--- src/rtl/mem_access_pkg.sv ---
// Shared definitions for the memory-access stage: memory aluop codes, bus widths,
// FSM states and big-endian byte-lane select patterns.
package mem_access_pkg;

    localparam int REG_BUS_W  = 32;
    localparam int REG_ADDR_W = 5;
    localparam int ALUOP_W    = 8;

    localparam logic [ALUOP_W-1:0] OP_LB  = 8'he0;
    localparam logic [ALUOP_W-1:0] OP_LH  = 8'he1;
    localparam logic [ALUOP_W-1:0] OP_LW  = 8'he3;
    localparam logic [ALUOP_W-1:0] OP_LBU = 8'he4;
    localparam logic [ALUOP_W-1:0] OP_LHU = 8'he5;
    localparam logic [ALUOP_W-1:0] OP_SB  = 8'he8;
    localparam logic [ALUOP_W-1:0] OP_SH  = 8'he9;
    localparam logic [ALUOP_W-1:0] OP_SW  = 8'heb;

    typedef enum logic {
        ST_IDLE,
        ST_BUSY
    } state_t;

    typedef enum logic [1:0] {
        SZ_BYTE,
        SZ_HALF,
        SZ_WORD
    } size_t;

    // Lane 0 is the most significant byte (big-endian).
    localparam logic [3:0] SEL_NONE = 4'b0000;
    localparam logic [3:0] SEL_B0   = 4'b1000;
    localparam logic [3:0] SEL_B1   = 4'b0100;
    localparam logic [3:0] SEL_B2   = 4'b0010;
    localparam logic [3:0] SEL_B3   = 4'b0001;
    localparam logic [3:0] SEL_H0   = 4'b1100;
    localparam logic [3:0] SEL_H1   = 4'b0011;
    localparam logic [3:0] SEL_W    = 4'b1111;

endpackage

--- src/rtl/mem_lane_align.sv ---
// Combinational byte-lane logic: decodes the memory op, produces lane selects,
// replicated store data, the misalignment flag and the extended load result.
module mem_lane_align
    import mem_access_pkg::*;
(
    input  logic [ALUOP_W-1:0]   aluop,
    input  logic [1:0]           addr_lo,
    input  logic [REG_BUS_W-1:0] store_data,
    input  logic [REG_BUS_W-1:0] rdata,
    output logic                 is_mem,
    output logic                 is_load,
    output logic                 misalign,
    output logic [3:0]           sel,
    output logic [REG_BUS_W-1:0] wdata,
    output logic [REG_BUS_W-1:0] load_data
);

    size_t      size;
    logic       sign_ld;
    logic [7:0] byte_v;
    logic [15:0] half_v;

    always_comb begin
        // NOTE: every output of this block gets a default first, so no path can infer a latch.
        is_mem  = 1'b0;
        is_load = 1'b0;
        sign_ld = 1'b0;
        size    = SZ_WORD;
        case (aluop)
            OP_LB:  begin is_mem = 1'b1; is_load = 1'b1; sign_ld = 1'b1; size = SZ_BYTE; end
            OP_LBU: begin is_mem = 1'b1; is_load = 1'b1;                 size = SZ_BYTE; end
            OP_LH:  begin is_mem = 1'b1; is_load = 1'b1; sign_ld = 1'b1; size = SZ_HALF; end
            OP_LHU: begin is_mem = 1'b1; is_load = 1'b1;                 size = SZ_HALF; end
            OP_LW:  begin is_mem = 1'b1; is_load = 1'b1;                 size = SZ_WORD; end
            OP_SB:  begin is_mem = 1'b1;                                 size = SZ_BYTE; end
            OP_SH:  begin is_mem = 1'b1;                                 size = SZ_HALF; end
            OP_SW:  begin is_mem = 1'b1;                                 size = SZ_WORD; end
            default: ;
        endcase
    end

    always_comb begin
        case (addr_lo)
            2'd0:    byte_v = rdata[31:24];
            2'd1:    byte_v = rdata[23:16];
            2'd2:    byte_v = rdata[15:8];
            default: byte_v = rdata[7:0];
        endcase
        half_v = addr_lo[1] ? rdata[15:0] : rdata[31:16];
    end

    always_comb begin
        misalign  = 1'b0;
        sel       = SEL_NONE;
        wdata     = store_data;
        load_data = rdata;
        case (size)
            SZ_BYTE: begin
                case (addr_lo)
                    2'd0:    sel = SEL_B0;
                    2'd1:    sel = SEL_B1;
                    2'd2:    sel = SEL_B2;
                    default: sel = SEL_B3;
                endcase
                wdata     = {4{store_data[7:0]}};
                load_data = {{24{sign_ld & byte_v[7]}}, byte_v};
            end
            SZ_HALF: begin
                misalign  = addr_lo[0];
                sel       = addr_lo[1] ? SEL_H1 : SEL_H0;
                wdata     = {2{store_data[15:0]}};
                load_data = {{16{sign_ld & half_v[15]}}, half_v};
            end
            default: begin
                misalign = (addr_lo != 2'd0);
                sel      = SEL_W;
            end
        endcase
        if (!is_mem) begin
            misalign = 1'b0;
            sel      = SEL_NONE;
        end
    end

endmodule

--- src/rtl/mem_access.sv ---
// Memory stage: passes ALU results through in one cycle and runs loads/stores as
// req/ack bus transactions, stalling upstream until the transaction finishes or aborts.
module mem_access
    import mem_access_pkg::*;
#(
    parameter int TIMEOUT_CYCLES = 16
) (
    input  logic                  clk,
    input  logic                  rst,
    input  logic                  valid_i,
    input  logic [ALUOP_W-1:0]    aluop_i,
    input  logic [REG_ADDR_W-1:0] wd_i,
    input  logic                  wreg_i,
    input  logic [REG_BUS_W-1:0]  wdata_i,
    input  logic [REG_BUS_W-1:0]  mem_addr_i,
    input  logic [REG_BUS_W-1:0]  mem_data_i,
    output logic                  bus_req_o,
    output logic                  bus_we_o,
    output logic [REG_BUS_W-1:0]  bus_addr_o,
    output logic [3:0]            bus_sel_o,
    output logic [REG_BUS_W-1:0]  bus_wdata_o,
    input  logic                  bus_ack_i,
    input  logic [REG_BUS_W-1:0]  bus_rdata_i,
    input  logic                  bus_err_i,
    output logic                  valid_o,
    output logic [REG_ADDR_W-1:0] wd_o,
    output logic                  wreg_o,
    output logic [REG_BUS_W-1:0]  wdata_o,
    output logic                  exc_o,
    output logic                  stallreq_o
);

    localparam int CNT_W = (TIMEOUT_CYCLES > 2) ? $clog2(TIMEOUT_CYCLES) : 1;

    state_t               state;
    logic [CNT_W-1:0]     cnt;
    logic                 is_mem;
    logic                 is_load;
    logic                 misalign;
    logic [3:0]           lane_sel;
    logic [REG_BUS_W-1:0] lane_wdata;
    logic [REG_BUS_W-1:0] load_data;
    logic                 timeout;
    logic                 start_bus;
    logic                 bus_done;

    mem_lane_align u_lane_align (
        .aluop      (aluop_i),
        .addr_lo    (mem_addr_i[1:0]),
        .store_data (mem_data_i),
        .rdata      (bus_rdata_i),
        .is_mem     (is_mem),
        .is_load    (is_load),
        .misalign   (misalign),
        .sel        (lane_sel),
        .wdata      (lane_wdata),
        .load_data  (load_data)
    );

    assign timeout   = (TIMEOUT_CYCLES != 0) && (cnt == CNT_W'(TIMEOUT_CYCLES - 1));
    assign start_bus = valid_i && is_mem && !misalign;
    assign bus_done  = bus_ack_i | bus_err_i | timeout;

    // Gated by rst so the stall drops in the same instant the reset is applied.
    assign stallreq_o = rst && (((state == ST_IDLE) && start_bus) ||
                                ((state == ST_BUSY) && !bus_done));

    always_ff @(posedge clk or negedge rst) begin
        if (!rst) begin
            state       <= ST_IDLE;
            cnt         <= '0;
            bus_req_o   <= 1'b0;
            bus_we_o    <= 1'b0;
            bus_addr_o  <= '0;
            bus_sel_o   <= SEL_NONE;
            bus_wdata_o <= '0;
            valid_o     <= 1'b0;
            wd_o        <= '0;
            wreg_o      <= 1'b0;
            wdata_o     <= '0;
            exc_o       <= 1'b0;
        end else begin
            // NOTE: non-blocking defaults here make valid_o/exc_o single-cycle pulses;
            // a later assignment in the same block overrides them.
            valid_o <= 1'b0;
            exc_o   <= 1'b0;
            wreg_o  <= 1'b0;
            wd_o    <= '0;
            wdata_o <= '0;
            case (state)
                ST_IDLE: begin
                    cnt <= '0;
                    if (valid_i) begin
                        if (!is_mem) begin
                            valid_o <= 1'b1;
                            wd_o    <= wd_i;
                            wreg_o  <= wreg_i;
                            wdata_o <= wdata_i;
                        end else if (misalign) begin
                            valid_o <= 1'b1;
                            exc_o   <= 1'b1;
                            wd_o    <= wd_i;
                        end else begin
                            bus_req_o   <= 1'b1;
                            bus_we_o    <= !is_load;
                            bus_addr_o  <= {mem_addr_i[REG_BUS_W-1:2], 2'b00};
                            bus_sel_o   <= lane_sel;
                            bus_wdata_o <= lane_wdata;
                            state       <= ST_BUSY;
                        end
                    end
                end
                ST_BUSY: begin
                    if (cnt != '1) cnt <= cnt + 1'b1;
                    if (bus_done) begin
                        bus_req_o   <= 1'b0;
                        bus_we_o    <= 1'b0;
                        bus_addr_o  <= '0;
                        bus_sel_o   <= SEL_NONE;
                        bus_wdata_o <= '0;
                        valid_o     <= 1'b1;
                        wd_o        <= wd_i;
                        state       <= ST_IDLE;
                        // Ack wins over a coincident error or timeout.
                        if (bus_ack_i) begin
                            wreg_o  <= wreg_i;
                            wdata_o <= is_load ? load_data : wdata_i;
                        end else begin
                            exc_o <= 1'b1;
                        end
                    end
                end
                default: state <= ST_IDLE;
            endcase
        end
    end

endmodule

--- config.mk ---
export PLATFORM = sky130hd
export DESIGN_NAME = mem_access
export DESIGN_NICKNAME = d
export VERILOG_FILES = /design/src/rtl/mem_access_pkg.sv /design/src/rtl/mem_lane_align.sv /design/src/rtl/mem_access.sv
export SDC_FILE = /design/constraint.sdc
export NUM_CORES = 1
export LEC_CHECK = 0
export ABC_AREA = 0
export BUFFER_PORTS_ARGS = -buffer_cell sky130_fd_sc_hd__buf_2
export CELL_PAD_IN_SITES_DETAIL_PLACEMENT = 0
export CELL_PAD_IN_SITES_GLOBAL_PLACEMENT = 1
export CORE_UTILIZATION = 35
export DETAILED_ROUTE_END_ITERATION = 10
export PLACE_DENSITY = 0.83
export SLEW_MARGIN = 25
export SYNTH_ARGS = -nofsm -noshare
export SYNTH_HDL_FRONTEND = slang
export SYNTH_SLANG_ARGS = --single-unit
--- constraint.sdc ---
create_clock -name clk -period 2.15 [get_ports clk]
set_input_delay 0.215 -clock clk [delete_from_list [all_inputs] [get_ports clk]]
set_output_delay 0.215 -clock clk [all_outputs]
set_load 0.02 [all_outputs]
* Yosys cells after proc, flatten, opt, wreduce, memory -nomap -nowiden
Cells that the tools add are included.
Operators by class: $add $sub $neg 1, $mul 0, divide/modulo/power cells 0, order comparisons 0, equal/unequal tests 18, shift operators 0, muxes and demuxes 69, bitwise operators 5, reductions and logical operators 18
Operator list (number):
- two-way mux 32 bit | 12
- case mux 32 bit (2 select lines) | 5
- equality test 8 bit, second input constant | 8
- two-way mux 1 bit | 27
- two-way mux 4 bit | 6
- case mux 4 bit (2 select lines) | 3
- case mux 8 bit (3 select lines) | 1
- two-way mux 5 bit | 4
- two-way mux 16 bit | 1
- case mux 1 bit (2 select lines) | 7
- case mux 4 bit (3 select lines) | 1
- case mux 5 bit (2 select lines) | 1
- OR reduction 8 bit | 1
- != test 2 bit, second input constant | 3
- OR reduction 3 bit | 2
- logical AND 1 bit | 5
- OR reduction 5 bit | 1
- adder 4 x 1 -> 4 bit, second input constant | 1
- equality test 2 x 1 -> 1 bit, second input constant | 2
- equality test 4 bit, second input constant | 1
- zero test 2 bit | 2
- != test 2 x 1 -> 1 bit, second input constant | 2
- != test 4 bit, second input constant | 1
- case mux 2 bit (2 select lines) | 1
- 9 further kinds | 13
Word-level totals: register bits after elaboration 115, latch bits 0, RAM bits 0, bits in read-only memories 0, input bits 147, output and inout port bits 111, word-level logic and storage cells 123, memories 0

* Logic depth before layout (Yosys ltp)
Gate-level depths: netlist of the first run.
word-level depth 11, depth in mapped cells 9, gate-level depth less buffers 6

* By module
A second synthesis of the first run with hierarchy kept.
Second synthesis, totals: cells, all modules 622, area total of the unflattened synthesis 5997.0 um^2
By module, submodules not included:
- mem_access | times used 1, cells each 416, area an instance 4573.1 um^2, sequential area each 2827.7 um^2
- mem_lane_align | times used 1, cells each 206, area an instance 1423.9 um^2, sequential area each 0.0 um^2

* Worst setup path before layout of the first run
OpenSTA, ideal clock, no wires.
kind register to register, from reg cnt[0], to reg exc_o, library setup time 129 ps, arrival time 1668 ps, data required time 2021 ps, path slack 353 ps, stages on the path, launching flop included 8, buffers on the path 2, period minus slack after synthesis 1797 ps, path through dfrtp_1 -> ha_1 -> nand3_1 -> nand2_1 -> nand2_1 -> clkbuf_1 -> buf_2 -> o21ai_0
On the way: word-level cells in the longest chain between the ends 4
RTL lines:
- start, declared | RTL line mem_access.sv:36 | logic [CNT_W-1:0] cnt;
- start signal, assigned | RTL line mem_access.sv:114 | if (cnt != '1) cnt <= cnt + 1'b1;
- equality test 4 bit | RTL line mem_access.sv:60 | assign timeout = (TIMEOUT_CYCLES != 0) && (cnt == CNT_W'(TIMEOUT_CYCLES - 1));
- bitwise OR 1 bit | RTL line mem_access.sv:62 | assign bus_done = bus_ack_i | bus_err_i | timeout;
- two-way mux 1 bit | RTL line mem_access.sv:115 | if (bus_done) begin
- case mux 1 bit (2 select lines) | RTL line mem_access.sv:90 | case (state)
- end signal, assigned | RTL line mem_access.sv:86 | exc_o <= 1'b0;
- end signal, assigned | RTL line mem_access.sv:101 | exc_o <= 1'b1;
- end signal, assigned | RTL line mem_access.sv:129 | exc_o <= 1'b1;
- end, declared | RTL line mem_access.sv:29 | output logic exc_o,
No other way between the ends. A chain may end at the register's enable or synchronous reset.

* Final worst setup path of the first run
from reg state, to out stallreq_o
On the way: word-level cells in the longest chain between the ends 4, elaborated cells between the ends (all ways) 5, those cells by class bitwise: 1; reduce/logical: 4
RTL lines:
- start, declared | RTL line mem_access.sv:35 | state_t state;
- start signal, assigned | RTL line mem_access.sv:70 | state <= ST_IDLE;
- start signal, assigned | RTL line mem_access.sv:109 | state <= ST_BUSY;
- start signal, assigned | RTL line mem_access.sv:123 | state <= ST_IDLE;
- NOT 1 bit
- logical AND 1 bit | RTL line mem_access.sv:65 | assign stallreq_o = rst && (((state == ST_IDLE) && start_bus) ||
- logical OR 1 bit (*) | RTL line mem_access.sv:65
- logical AND 1 bit (*) | RTL line mem_access.sv:65
- end, declared | RTL line mem_access.sv:30 | output logic stallreq_o
Every way passes the cells marked *; elsewhere a longest branch is shown, timed or not.

==> summary.md, run 1 <==
| Metric | Value |
|---|---|
| Status | finished, final reports clean |
| CTS Root Buffer Type | clkbuf_16 |
| Seq/Total Area, Yosys | 0.486 |
| Setup violations, final | 0 |
| Layout overhead on the synthesized area | 43.6% |
| RR Endpoint | bus_sel_o[0]$_DFFE_PN0P_ |
| Worst Skew | 0.00822 ns |
| Avg Inst Size Synth | 9.64 sq um |
| Multi-input logic area | 2700 sq um |
| Non-Filler Instances | 1,119 |
| WHS | 0.0163 ns |
| R2R Setup Slk | 0.39 ns |
| Number of antenna violations at the first check in global routing | 0 |
| CTS tree | built |
| Met3 Usage GRT | 0.0660 |
| Clock transition at path regs | 0.06 ns |
| Post-Synth Simple-Gate Area | 0.231 |
| Tmin final | 2.04 ns |
| Met2 usage | 0.378 |
| Mapped Area | 5810 sq um |
| CTS sink count | 113 |
| Post-Syn Instances | 603 |
| Xor and xnor area share after synthesis | 0.00151 |
| Die area | 17,100 sq um |
| Filler cell count | 1,510 |
| Via Count | 5,578 |
| First drt pass iteration count | 5 |
| Worst-skew pair later-pin latency | 0.41 ns |
| TNS Setup | 0 ns |
| Die Ht | 131 um |
| Share of layout cells above drive strength 1 | 0.415 |
| Met1 Use GR | 0.263 |
| Total Power | 6.64 mW |
| Row count | 46 |
| Synth warnings | 0 |
| Post-Synth Adder-Cell Area | 0.00215 |
| Top Ports | 258 |
| Wire per inst | 17.0 um |
| GPL Wtd Cong | 0.816 |
| Worst reg2reg startpoint | cnt[0]$_DFFE_PN0P_ |
| Leak | 4.46 nW |
| Largest net degree at the start of global routing | 114 |
| Inst Count DP | 1,050 |
| Post-synthesis mux area share | 0.0760 |
| Fmax | 0.490 GHz |
| Top cells by count, synth | dfrtp_1, nand2_1, o21ai_0 |
| Nets@finish | 1,038 |
| Final Max Tran Viols | 0 |
| Yosys reg bits | 113 |
| CP Class | flip-flop to output pin |
| Gr busiest metal | met2 |
| Synth Area in Compound Gates | 0.147 |
| CP max FO | 5 |
| Total track usage | 0.225 |
| Worst r2r path cells | 6 |
| Critical path data arrival time | 1.83 ns |
| Placed inst area | 7370 sq um |
| Max-slew headroom | 0.520 |
| Max-Cap Viols | 0 |
| Final ANT Viol Nets | 0 |
| Dpl hpwl | 13.5 mm |
| Main synth FF type | dfrtp_1 |
| Power Dens Cells | 795 nW/um^2 |
| Critical path capture point type | output pin |
| Top cell type by total area after synthesis | dfrtp_1 |
| CP endpoint | stallreq_o |
| Async SR Flop Fraction | 1.00 |
| Yosys top cell area share | 0.486 |
| Number of flops mapped to enable cells by yosys | 0 |
| CTS Buf Count | 17 |
| Final WL | 19.1 mm |
| WP data required | 1.93 ns |
| H-tree depth | 4 |
| VDD IR max | 0.536 mV |
| Finished Cell Area | 8350 sq um |
| 1st-iter DRT viols | 297 |
| First-pass GRT wire length | 28.7 mm |
| Hold violation count in the final report | 0 |
| Main combinational cell family by area after synthesis | simple AND/OR/NAND/NOR gates |
| Vias per cell | 4.98 |
| Core area | 16,100 sq um |
| Register Area | 2830 sq um |
| Synth unique cells | 49 |
| Worst hold path type | input port to flip-flop |
| RSZ-0062 raised after global routing | false |
| # port buffers | 255 |
| Initial Utilization | 0.362 |
| Die width | 131 um |
| Max clock buf depth | 2 |
| Worst hold stages | 3 |
| GRT overflow | 0 |
| Startpoint types | flip-flop |
| DRC | 0 |
| Slew @ Worst Pin | 0.720 ns |
| Antenna cell count | 0 |
| Final period utilization | 0.949 |
| Synth top area cells | dfrtp_1, nand2_1, nand3_2 |
| Vias in the first global route | 5,525 |
| Crit. Startpoint | state$_DFF_PN0_ |
-- power by group --
group	internal (mW)	switching [mW]
clock network	1.86	1.04
registers	2.35	0.123
logic	0.506	0.758
total	4.72	1.92
-- worst min path at each step --
| stage | slack [ns] | to | startpoint |
|---|---|---|---|
| 6_report | 0.02 | bus_addr_o[28]$_DFFE_PN0P_ | mem_addr_i[28] |
| 3_3_place_gp | 0.40 | bus_addr_o[22]$_DFFE_PN0P_ | mem_addr_i[22] |
| 2_1_floorplan | -0.08 | bus_addr_o[10]$_DFFE_PN0P_ | rst |
| 5_1_grt | 0.0003 | wdata_o[18]$_DFF_PN0_ | wdata_i[18] |
| 4_1_cts | 0.0003 | wdata_o[28]$_DFF_PN0_ | wdata_i[28] |
| 3_5_place_dp | 0.41 | bus_addr_o[18]$_DFFE_PN0P_ | mem_addr_i[18] |
-- layer usage --
metal | up-vias | wire length (um) | share of wire
met5 | - | 0 | 0
li1 | 2672 | - | -
met4 | 0 | 557 | 0.029
met2 | 247 | 9030 | 0.47
met1 | 2632 | 7880 | 0.41
met3 | 27 | 1610 | 0.084
-- what timing repair did --
item / CTS / global route
buffers inserted: 0 / 1
hold buffers: 36 / 0
setup endpoints to repair: 1 / 1
gates resized for setup: 3 / 1
endpoints found under the hold margin: 148 / 0
-- critical path, cell delays in order (launching register included) --
cell and delay [ns]:
dfrtp_2 0.44, nor2b_4 0.17, o211ai_1 0.15, or2_4 0.30
o21ai_2 0.07, and2_1 0.13, buf_2 0.16
-- sequential cells by signal (all words and copies together), names as in the netlist --
name	cells
bus_wdata_o	32
wdata_o	32
bus_addr_o	30
wd_o	5
bus_sel_o	4
cnt	4
bus_req_o	1
bus_we_o	1
exc_o	1
state	1
valid_o	1
wreg_o	1
-- area by class of cell --
| type | instances | share of cell area |
|---|---|---|
| clock buffer | 20 | 0.0535 |
| inverter | 10 | 0.00450 |
| clock inverter | 12 | 0.0189 |
| timing repair buffer | 317 | 0.229 |
| sequential | 113 | 0.339 |
| multi-input combinational | 431 | 0.323 |
| tap | 216 | 0.0324 |
-- cell usage in the layout, fill, tap and decap left out, types with 4 or more instances in the layout --
| cell type | netlist | routed |
|---|---|---|
| nor2_1 | 45 | 43 |
| mux2i_1 | 25 | 25 |
| dfrtp_1 | 113 | 112 |
| buf_12 | 0 | 6 |
| inv_1 | 10 | 10 |
| mux4_2 | 8 | 8 |
| nand2_1 | 113 | 111 |
| clkbuf_16 | 0 | 17 |
| dlygate4sd3_1 | 0 | 36 |
| a21oi_1 | 20 | 19 |
| buf_2 | 17 | 254 |
| o22ai_1 | 7 | 7 |
| nor3_1 | 8 | 8 |
| o21ai_0 | 46 | 46 |
| buf_4 | 6 | 21 |
| nand3_1 | 30 | 30 |
| nor2b_1 | 14 | 13 |
| nand2b_1 | 5 | 4 |
| a22o_1 | 9 | 9 |
| a21o_1 | 8 | 8 |
| a22oi_1 | 5 | 5 |
| o41ai_1 | 7 | 7 |
| nand3_2 | 38 | 38 |
| o21ai_1 | 11 | 11 |
-- cells by family (layout without fill, tap and decap cells) --
family	after synthesis	in the layout
and+or+nand+nor	260	260
AOI/OAI and AO/OA	133	133
DFF	113	113
buffers and inverters	60	359
muxes	34	34
adders and majority gates	1	1
other	1	2
xor gates and xnor gates	1	1
-- through the flow --
step	util	setup WS, ns
5_1_grt	0.520	0.0138
6_report	0.520	0.109
3_5_place_dp	0.459	0.0679
4_1_cts	0.519	0.0358
3_3_place_gp	0.459	0.120
2_1_floorplan	-	0.353
No activity file was read; power rests on OpenSTA's default activity.
==> run 2, diff against run 1 <==
Settings changed: PLACE_DENSITY 0.83 to 0.82, SYNTH_HIERARCHICAL from default to 1.
==> run 2 against run 1 <==
  * Non-clock buffer count shrank 10
  * Cell count grew 0.71%
  * Core utilization shrank 2.5 points
  * Critical path type unchanged
  * Largest power group unchanged
==> summary.md, run 2 <==
| Metric | Value |
|---|---|
| Status | finished, final reports clean |
| Vias in the first global route | 5,472 (-0.96%) |
| Final WL | 19.4 mm (+1.9%) |
| Critical path capture point type | output pin |
| Worst hold path type | input port to flip-flop |
| Crit-path max cell delay | 0.38 ns (-0.06 ns) |
| CTS sink count | 113 (unchanged) |
| VDD IR max | 0.569 mV (+6.1%) |
| GPL Wtd Cong | 0.888 (+8.8%) |
| 1st-iter DRT viols | 379 (+28%) |
| Wire per inst | 17.2 um (+1.2%) |
| Die width | 133 um (+1.5%) |
| Vias per cell | 5.01 (+0.55%) |
| Top delay family on crit path | flip-flops |
| Top Registers | bus_wdata_o x32, wdata_o x32, bus_addr_o x30 |
| Slowest stage cell, crit path | dfrtp_1 |
| Yosys reg bits | 113 (unchanged) |
| Final ANT Viol Nets | 0 (unchanged) |
| GRT overflow | 0 (unchanged) |
| CP max FO | 5 (unchanged) |
| Top Ports | 258 (unchanged) |
| CP Cell Sequence | ha_1, nand3_2, a31o_2, and2_2, buf_2 |
| Synth unique cells | 53 (+8.2%) |
| Layout overhead on the synthesized area | 37.4% |
| Setup violations, final | 0 (unchanged) |
| Total track usage | 0.225 (-0.000234) |
| Yosys top cell area share | 0.472 (-0.0149) |
| Nets@finish | 1,038 (unchanged) |
| Dpl hpwl | 13.3 mm (-1.7%) |
| Critical path data arrival time | 1.81 ns (-0.02 ns) |
| WHS | 0.0151 ns (-0.00119 ns) |
| Synth top area cells | dfrtp_1, nand2_1, a22o_1 |
| Share of layout cells above drive strength 1 | 0.397 (-0.0184) |
| # Post-CTS Setup Buffers | 0 (unchanged) |
| Die area | 17,700 sq um (+3.1%) |
| Clock transition at path regs | 0.05 ns (about the same) |
| Max clock buf depth | 2 (unchanged) |
| WP data required | 1.93 ns (about the same) |
| Tmin final | 2.03 ns (-0.0128 ns) |
| DRC | 0 (unchanged) |
| CTS Root Buffer Type | clkbuf_16 |
| Via Count | 5,649 (+1.3%) |
| Core area | 16,600 sq um (+3.6%) |
| Most frequent cells in the layout | buf_2, nand2_1, dfrtp_1 |
| H-tree depth | 4 (unchanged) |
| TNS Setup | 0 ns (unchanged) |
| First-pass GRT wire length | 30.2 mm (+5.2%) |
| Initial Utilization | 0.360 (-0.00166) |
| Mapped Area | 6000 sq um (+3.2%) |
| Avg Inst Size Synth | 9.64 sq um (about the same) |
| Power Dens Cells | 813 nW/um^2 (+2.3%) |
| Most frequent cell after synthesis | nand2_1 |
| Synth warnings | 6 (+6) |
| Worst-skew pair later-pin latency | 0.42 ns (about the same) |
| Leak | 4.23 nW (-5.2%) |
| Slew @ Worst Pin | 0.778 ns (+0.0580 ns) |
| Crit path buf inv count | 1 (unchanged) |
| Top cell type by total area after synthesis | dfrtp_1 |
| Main synth FF type | dfrtp_1 |
| Final Max Tran Viols | 0 (unchanged) |
| Hold violation count in the final report | 0 (unchanged) |
| Final period utilization | 0.943 (-0.00596) |
| Die Ht | 133 um (+1.5%) |
| RSZ-0062 raised after global routing | false |
| Async SR Flop Fraction | 1.00 (unchanged) |
| Max-slew headroom | 0.480 (-0.0403) |
| Seq/Total Area, Yosys | 0.472 (-0.0149) |
| Max-Cap Viols | 0 (unchanged) |
| Number of flops mapped to enable cells by yosys | 0 (unchanged) |
| CP Class | flip-flop to output pin |
| CTS Buf Count | 17 (unchanged) |
| Post-Syn Instances | 622 (+3.2%) |
| First drt pass iteration count | 4 (-1) |
| Row count | 47 (+2.2%) |
| Startpoint types | flip-flop |
| Fmax | 0.493 GHz (+0.63%) |
| CTS tree | built |
| Top cells by count, synth | nand2_1, dfrtp_1, o21ai_0 |
| # port buffers | 255 (unchanged) |
| Largest net degree at the start of global routing | 114 (unchanged) |
| Number of antenna violations at the first check in global routing | 5 (+5) |
| Worst Skew | 0.00985 ns (+0.00163 ns) |
| Most common cell after layout, fill and taps aside | buf_2 |
==> run 2: where the power goes <==
group / switching [mW] / internal, mW / leakage (nW)
clock network: 1.00 / 1.69 / 0.274
registers: 0.132 / 2.41 / 1.49
logic: 0.901 / 0.577 / 2.47
==> run 2: metal layers <==
metal,vias up,share of wire,track usage
met5,-,0,0
met4,0,0.032,0.105
met3,44,0.058,0.0571
met2,231,0.47,0.349
met1,2667,0.44,0.292
li1,2707,-,-
==> run 2: metrics by stage <==
step	worst slack (ns)	cells	area (sq um)	power [mW]	utilization
floorplan	0.0343	623	6000	3.39	-
finish	0.122	1127	8240	6.70	0.495
detailed placement	0.124	1062	7380	4.01	0.444
global placement	0.135	1062	7380	3.99	0.444
global route	0.0319	1127	8240	7.03	0.495
CTS	0.0504	1122	8220	6.78	0.494
==> run 2: final timing paths <==
check                                      start                           to  slack, ns  cells past startpoint
setup / recovery              cnt[0]$_DFFE_PN0P_                   stallreq_o       0.12                      5
hold / removal                            wreg_i             wreg_o$_DFF_PN0_       0.02                      2
setup reg to reg              cnt[0]$_DFFE_PN0P_  bus_wdata_o[20]$_DFFE_PN0P_       0.39                      5
hold reg to reg            bus_req_o$_DFFE_PN0P_        bus_req_o$_DFFE_PN0P_       0.48                      1
max in group asynchronous                    rst         wdata_o[2]$_DFF_PN0_       1.16                      3
min in group asynchronous                    rst        wdata_o[21]$_DFF_PN0_       0.45                      3
==> run 2: worst reg2reg max path: cells and delay by family, from the launching register on <==
family	cells	cell delay [ns]
compound gates	2	0.74
fa+ha+maj	1	0.27
buf+inv	1	0.21
flops	1	0.40
simple gates	1	0.06
==> run 2: cell families (layout without fill, tap and decap cells) <==
kind of cell	after synthesis	after routing	share of synthesized area
AND/OR/NAND/NOR	229	229	0.163
adder cells (fa/ha/maj)	1	1	0.00209
buffers and inverters	66	345	0.0764
multiplexers	25	25	0.0593
XOR/XNOR	1	1	0.00146
other	1	7	0.000625
AO/OA/AOI/OAI	186	186	0.226
flip-flops	113	113	0.472
==> run 2: what timing repair did <==
action	4_1_cts	5_1_grt
setup endpoints to repair	0	1
endpoints found under the hold margin	102	0
hold buffers	29	0
gates resized for setup	0	1
==> run 2: area by class of cell <==
| cell class | count | area, sq um |
|---|---|---|
| fillers | 1598 | 8400 |
| flip-flops and latches | 113 | 2830 |
| multi-input cells | 444 | 2740 |
| repair buffers | 307 | 1800 |
| clock buffers | 20 | 437 |
| well taps | 220 | 275 |
| clock inverters | 11 | 115 |
| inverters | 7 | 26.3 |
| diodes | 5 | 12.5 |
==> run 3, diff against run 2 <==
Settings changed: ABC_AREA 0 to 1, CORE_UTILIZATION 35 to 34, PLACE_DENSITY 0.82 to 0.84.
==> run 3 against run 2 <==
  * Count of clock-buffer cells in the layout fell by 2
  * Cell count rose by 15%
  * Final area rose by 1.5%
  * Register-to-register slack got worse by 0.04 ns
  * Sequential power rose by 2%
  * Non-clock buffer count rose by 1
  * Via count rose by 8.5%
  * Flip-flop and latch count did not move
  * Wire length rose by 3.2%
  * Critical path type unchanged
  * Highest routed layer unchanged
==> summary.md, run 3 <==
| Metric | Value |
|---|---|
| Max clock buf depth | 2 (unchanged) |
| Top cells by count, synth | nand2_1, nand3_1, dfrtp_1 |
| Top Ports | 258 (unchanged) |
| Most frequent cells in the layout | nand2_1, buf_2, nand3_1 |
| Startpoint types | flip-flop |
| Cell Int Power | 4.93 mW (+5.5%) |
| Yosys top cell area share | 0.472 (about the same) |
| RSZ-0062 raised after global routing | false |
| Combinational group share of total power | 0.207 (-0.014) |
| Post-Syn Instances | 779 (+25%) |
| Final ANT Viol Nets | 0 (unchanged) |
| H-tree depth | 4 (unchanged) |
| Final WL | 20.1 mm (+3.2%) |
| CTS Buf Count | 17 (unchanged) |
| Initial Utilization | 0.348 (-0.0127) |
| Largest net degree at the start of global routing | 114 (unchanged) |
| Hold violation count in the final report | 0 (unchanged) |
| Critical path capture point type | output pin |
| Max-Cap Viols | 0 (unchanged) |
| Main synth FF type | dfrtp_1 |
| Crit path top cell by count | nand3_1 |
| Slowest stage cell, crit path | dfrtp_1 |
| CP Class | flip-flop to output pin |
| Share of layout cells above drive strength 1 | 0.326 (-0.0707) |
| Number of flops mapped to enable cells by yosys | 0 (unchanged) |
| Seq/Total Area, Yosys | 0.472 (about the same) |
| Clock Power Share | 0.429 (+0.028) |
| WHS | 0.0114 ns (-0.00370 ns) |
| First-pass GRT wire length | 31.1 mm (+2.9%) |
| Slew @ Worst Pin | 0.637 ns (-0.140 ns) |
| Crit-path max cell delay | 0.41 ns (+0.03 ns) |
| Nets@finish | 1,202 (+16%) |
| Top cell type by total area after synthesis | dfrtp_1 |
| DRC | 0 (unchanged) |
| # port buffers | 255 (unchanged) |
| Via Count | 6,131 (+8.5%) |
| Total track usage | 0.222 (-0.00230) |
| CP max FO | 5 (unchanged) |
| Critical path data arrival time | 1.77 ns (-0.04 ns) |
| Worst hold stages | 3 (+1) |
| # Post-CTS Setup Buffers | 0 (unchanged) |
| Dpl hpwl | 14.7 mm (+11%) |
| First drt pass iteration count | 4 (unchanged) |
| Die Ht | 135 um (+1.4%) |
| Max-slew headroom | 0.575 (+0.0953) |
| Yosys reg bits | 113 (unchanged) |
| Die area | 18,200 sq um (+2.8%) |
| Tmin final | 1.98 ns (-0.0461 ns) |
| Mapped Area | 5990 sq um (about the same) |
| Number of antenna violations at the first check in global routing | 1 (-4) |
| CTS sink count | 113 (unchanged) |
| Vias per cell | 4.74 (-5.4%) |
| Synth warnings | 6 (unchanged) |
| Sw frac | 0.305 (+0.00136) |
| Status | finished, final reports clean |
| RR Endpoint | exc_o$_DFF_PN0_ |
| Avg Inst Size Synth | 7.69 sq um (-20%) |
| Synth unique cells | 29 (-45%) |
| Power Dens Cells | 847 nW/um^2 (+4.2%) |
| Die width | 135 um (+1.4%) |
| Worst hold path type | input port to flip-flop |
| Fmax | 0.505 GHz (+2.3%) |
| Setup violations, final | 0 (unchanged) |
| Filler cell count | 1,781 (+11%) |
| Final Max Tran Viols | 0 (unchanged) |
| Wire per inst | 15.5 um (-10%) |
| Hold worst-path end | wdata_o[31]$_DFF_PN0_ |
| CTS tree | built |
| WP data required | 1.93 ns (about the same) |
| Async SR Flop Fraction | 1.00 (unchanged) |
| VDD IR max | 0.554 mV (-2.6%) |
| Worst Skew | 0.00852 ns (-0.00133 ns) |
| CP Cell Sequence | ha_1, nand3_1, nand3_1, a21boi_1, buf_2 |
| TNS Setup | 0 ns (unchanged) |
| Psw | 2.16 mW (+6.2%) |
| Row count | 48 (+2.1%) |
| Most common cell after layout, fill and taps aside | nand2_1 |
| GRT overflow | 0 (unchanged) |
| Core area | 17,200 sq um (+3.6%) |
| Most frequent cell after synthesis | nand2_1 |
| 1st-iter DRT viols | 276 (-27%) |
| Worst-skew pair later-pin latency | 0.41 ns (about the same) |
| Hold_sp | wdata_i[31] |
| Final period utilization | 0.922 (-0.0214) |
| Seq pwr share | 0.364 (-0.015) |
| Top Registers | bus_wdata_o x32, wdata_o x32, bus_addr_o x30 |
| Clock transition at path regs | 0.06 ns (about the same) |
| CTS Root Buffer Type | clkbuf_16 |
| Worst r2r path cells | 6 (+1) |
| Synth top area cells | dfrtp_1, nand2_1, nand3_1 |
| R2R Setup Slk | 0.35 ns (-0.04 ns) |
| Layout overhead on the synthesized area | 39.6% |
| Leak | 4.92 nW (+16%) |
| Worst reg2reg startpoint | cnt[0]$_DFFE_PN0P_ |
| GPL Wtd Cong | 0.875 (-1.5%) |
| Vias in the first global route | 5,974 (+9.2%) |
## run 3: cell count changes after synthesis, sizes merged, moves of 17 or more
cell   before  now
nand2     178  388
nand3      10  151
o21ai      88    9
a22o       32    0
inv         7   25
a21o       17    0
## run 3: per-stage QoR
step / cell area (sq um) / power (mW) / util / std cells / setup WS, ns
floorplan: 6000 / 3.41 / - / 780 / 0.0149
global placement: 7430 / 4.04 / 0.431 / 1230 / 0.225
detailed placement: 7430 / 4.06 / 0.431 / 1230 / 0.176
CTS: 8360 / 7.17 / 0.485 / 1292 / 0.107
global route: 8360 / 7.42 / 0.485 / 1292 / 0.0376
finish: 8360 / 7.09 / 0.485 / 1293 / 0.168
## run 3: final cells by class
cell class | instances | area (sq um) | share of cell area
tap | 225 | 282 | 0.0337
multi-input combinational | 589 | 2680 | 0.321
clock inverter | 14 | 205 | 0.0245
inverter | 25 | 96.3 | 0.0115
sequential | 113 | 2830 | 0.338
clock buffer | 18 | 429 | 0.0513
timing repair buffer | 308 | 1840 | 0.220
antenna | 1 | 2.50 | 0.000299
## run 3: cell families (layout without fill, tap and decap cells)
family	Yosys count	in the layout	share of synthesized area
AO/OA/AOI/OAI	22	22	0.0232
flip-flops	113	113	0.472
buffers and inverters	78	365	0.0814
other	1	3	0.000626
AND/OR/NAND/NOR	564	564	0.421
adder cells (fa/ha/maj)	1	1	0.00209
## run 3: power by group through the flow
stage	clock (mW)	sequential (mW)	combinational, mW
final	3.04	2.58	1.47
after global routing	3.18	2.62	1.62
after CTS	3.11	2.58	1.48
after detailed placement	0	2.62	1.44
after global placement	0	2.61	1.43
after floorplan	0	2.99	0.422
## run 3: layer usage
metal,global-route usage,vias to the layer above,part of all wire
li1,-,3041,-
met1,0.274,2867,0.42
met2,0.384,212,0.49
met4,0.0493,0,0.0063
met3,0.0634,11,0.078
met5,0,-,0
## run 3: worst max path at each step
| stage | start | end | cells after the start |
|---|---|---|---|
| 3_3_place_gp | aluop_i[4] | stallreq_o | 11 |
| 3_5_place_dp | aluop_i[4] | stallreq_o | 11 |
| 5_1_grt | cnt[0]$_DFFE_PN0P_ | stallreq_o | 5 |
| 6_report | cnt[0]$_DFFE_PN0P_ | stallreq_o | 5 |
| 2_1_floorplan | aluop_i[4] | stallreq_o | 11 |
| 4_1_cts | cnt[0]$_DFFE_PN0P_ | stallreq_o | 5 |
## run 3: repair_timing
item	CTS	global route
endpoints found under the setup margin	0	1
gates resized for setup	0	1
hold endpoints to repair	142	0
hold buffers	30	0
## run 3: worst max-delay path, delay by kind of cell (launching register included)
kind / cells / cell delay (ns)
flops: 1 / 0.41
simple gates: 2 / 0.30
fa+ha+maj: 1 / 0.24
compound gates: 1 / 0.21
buf+inv: 1 / 0.21
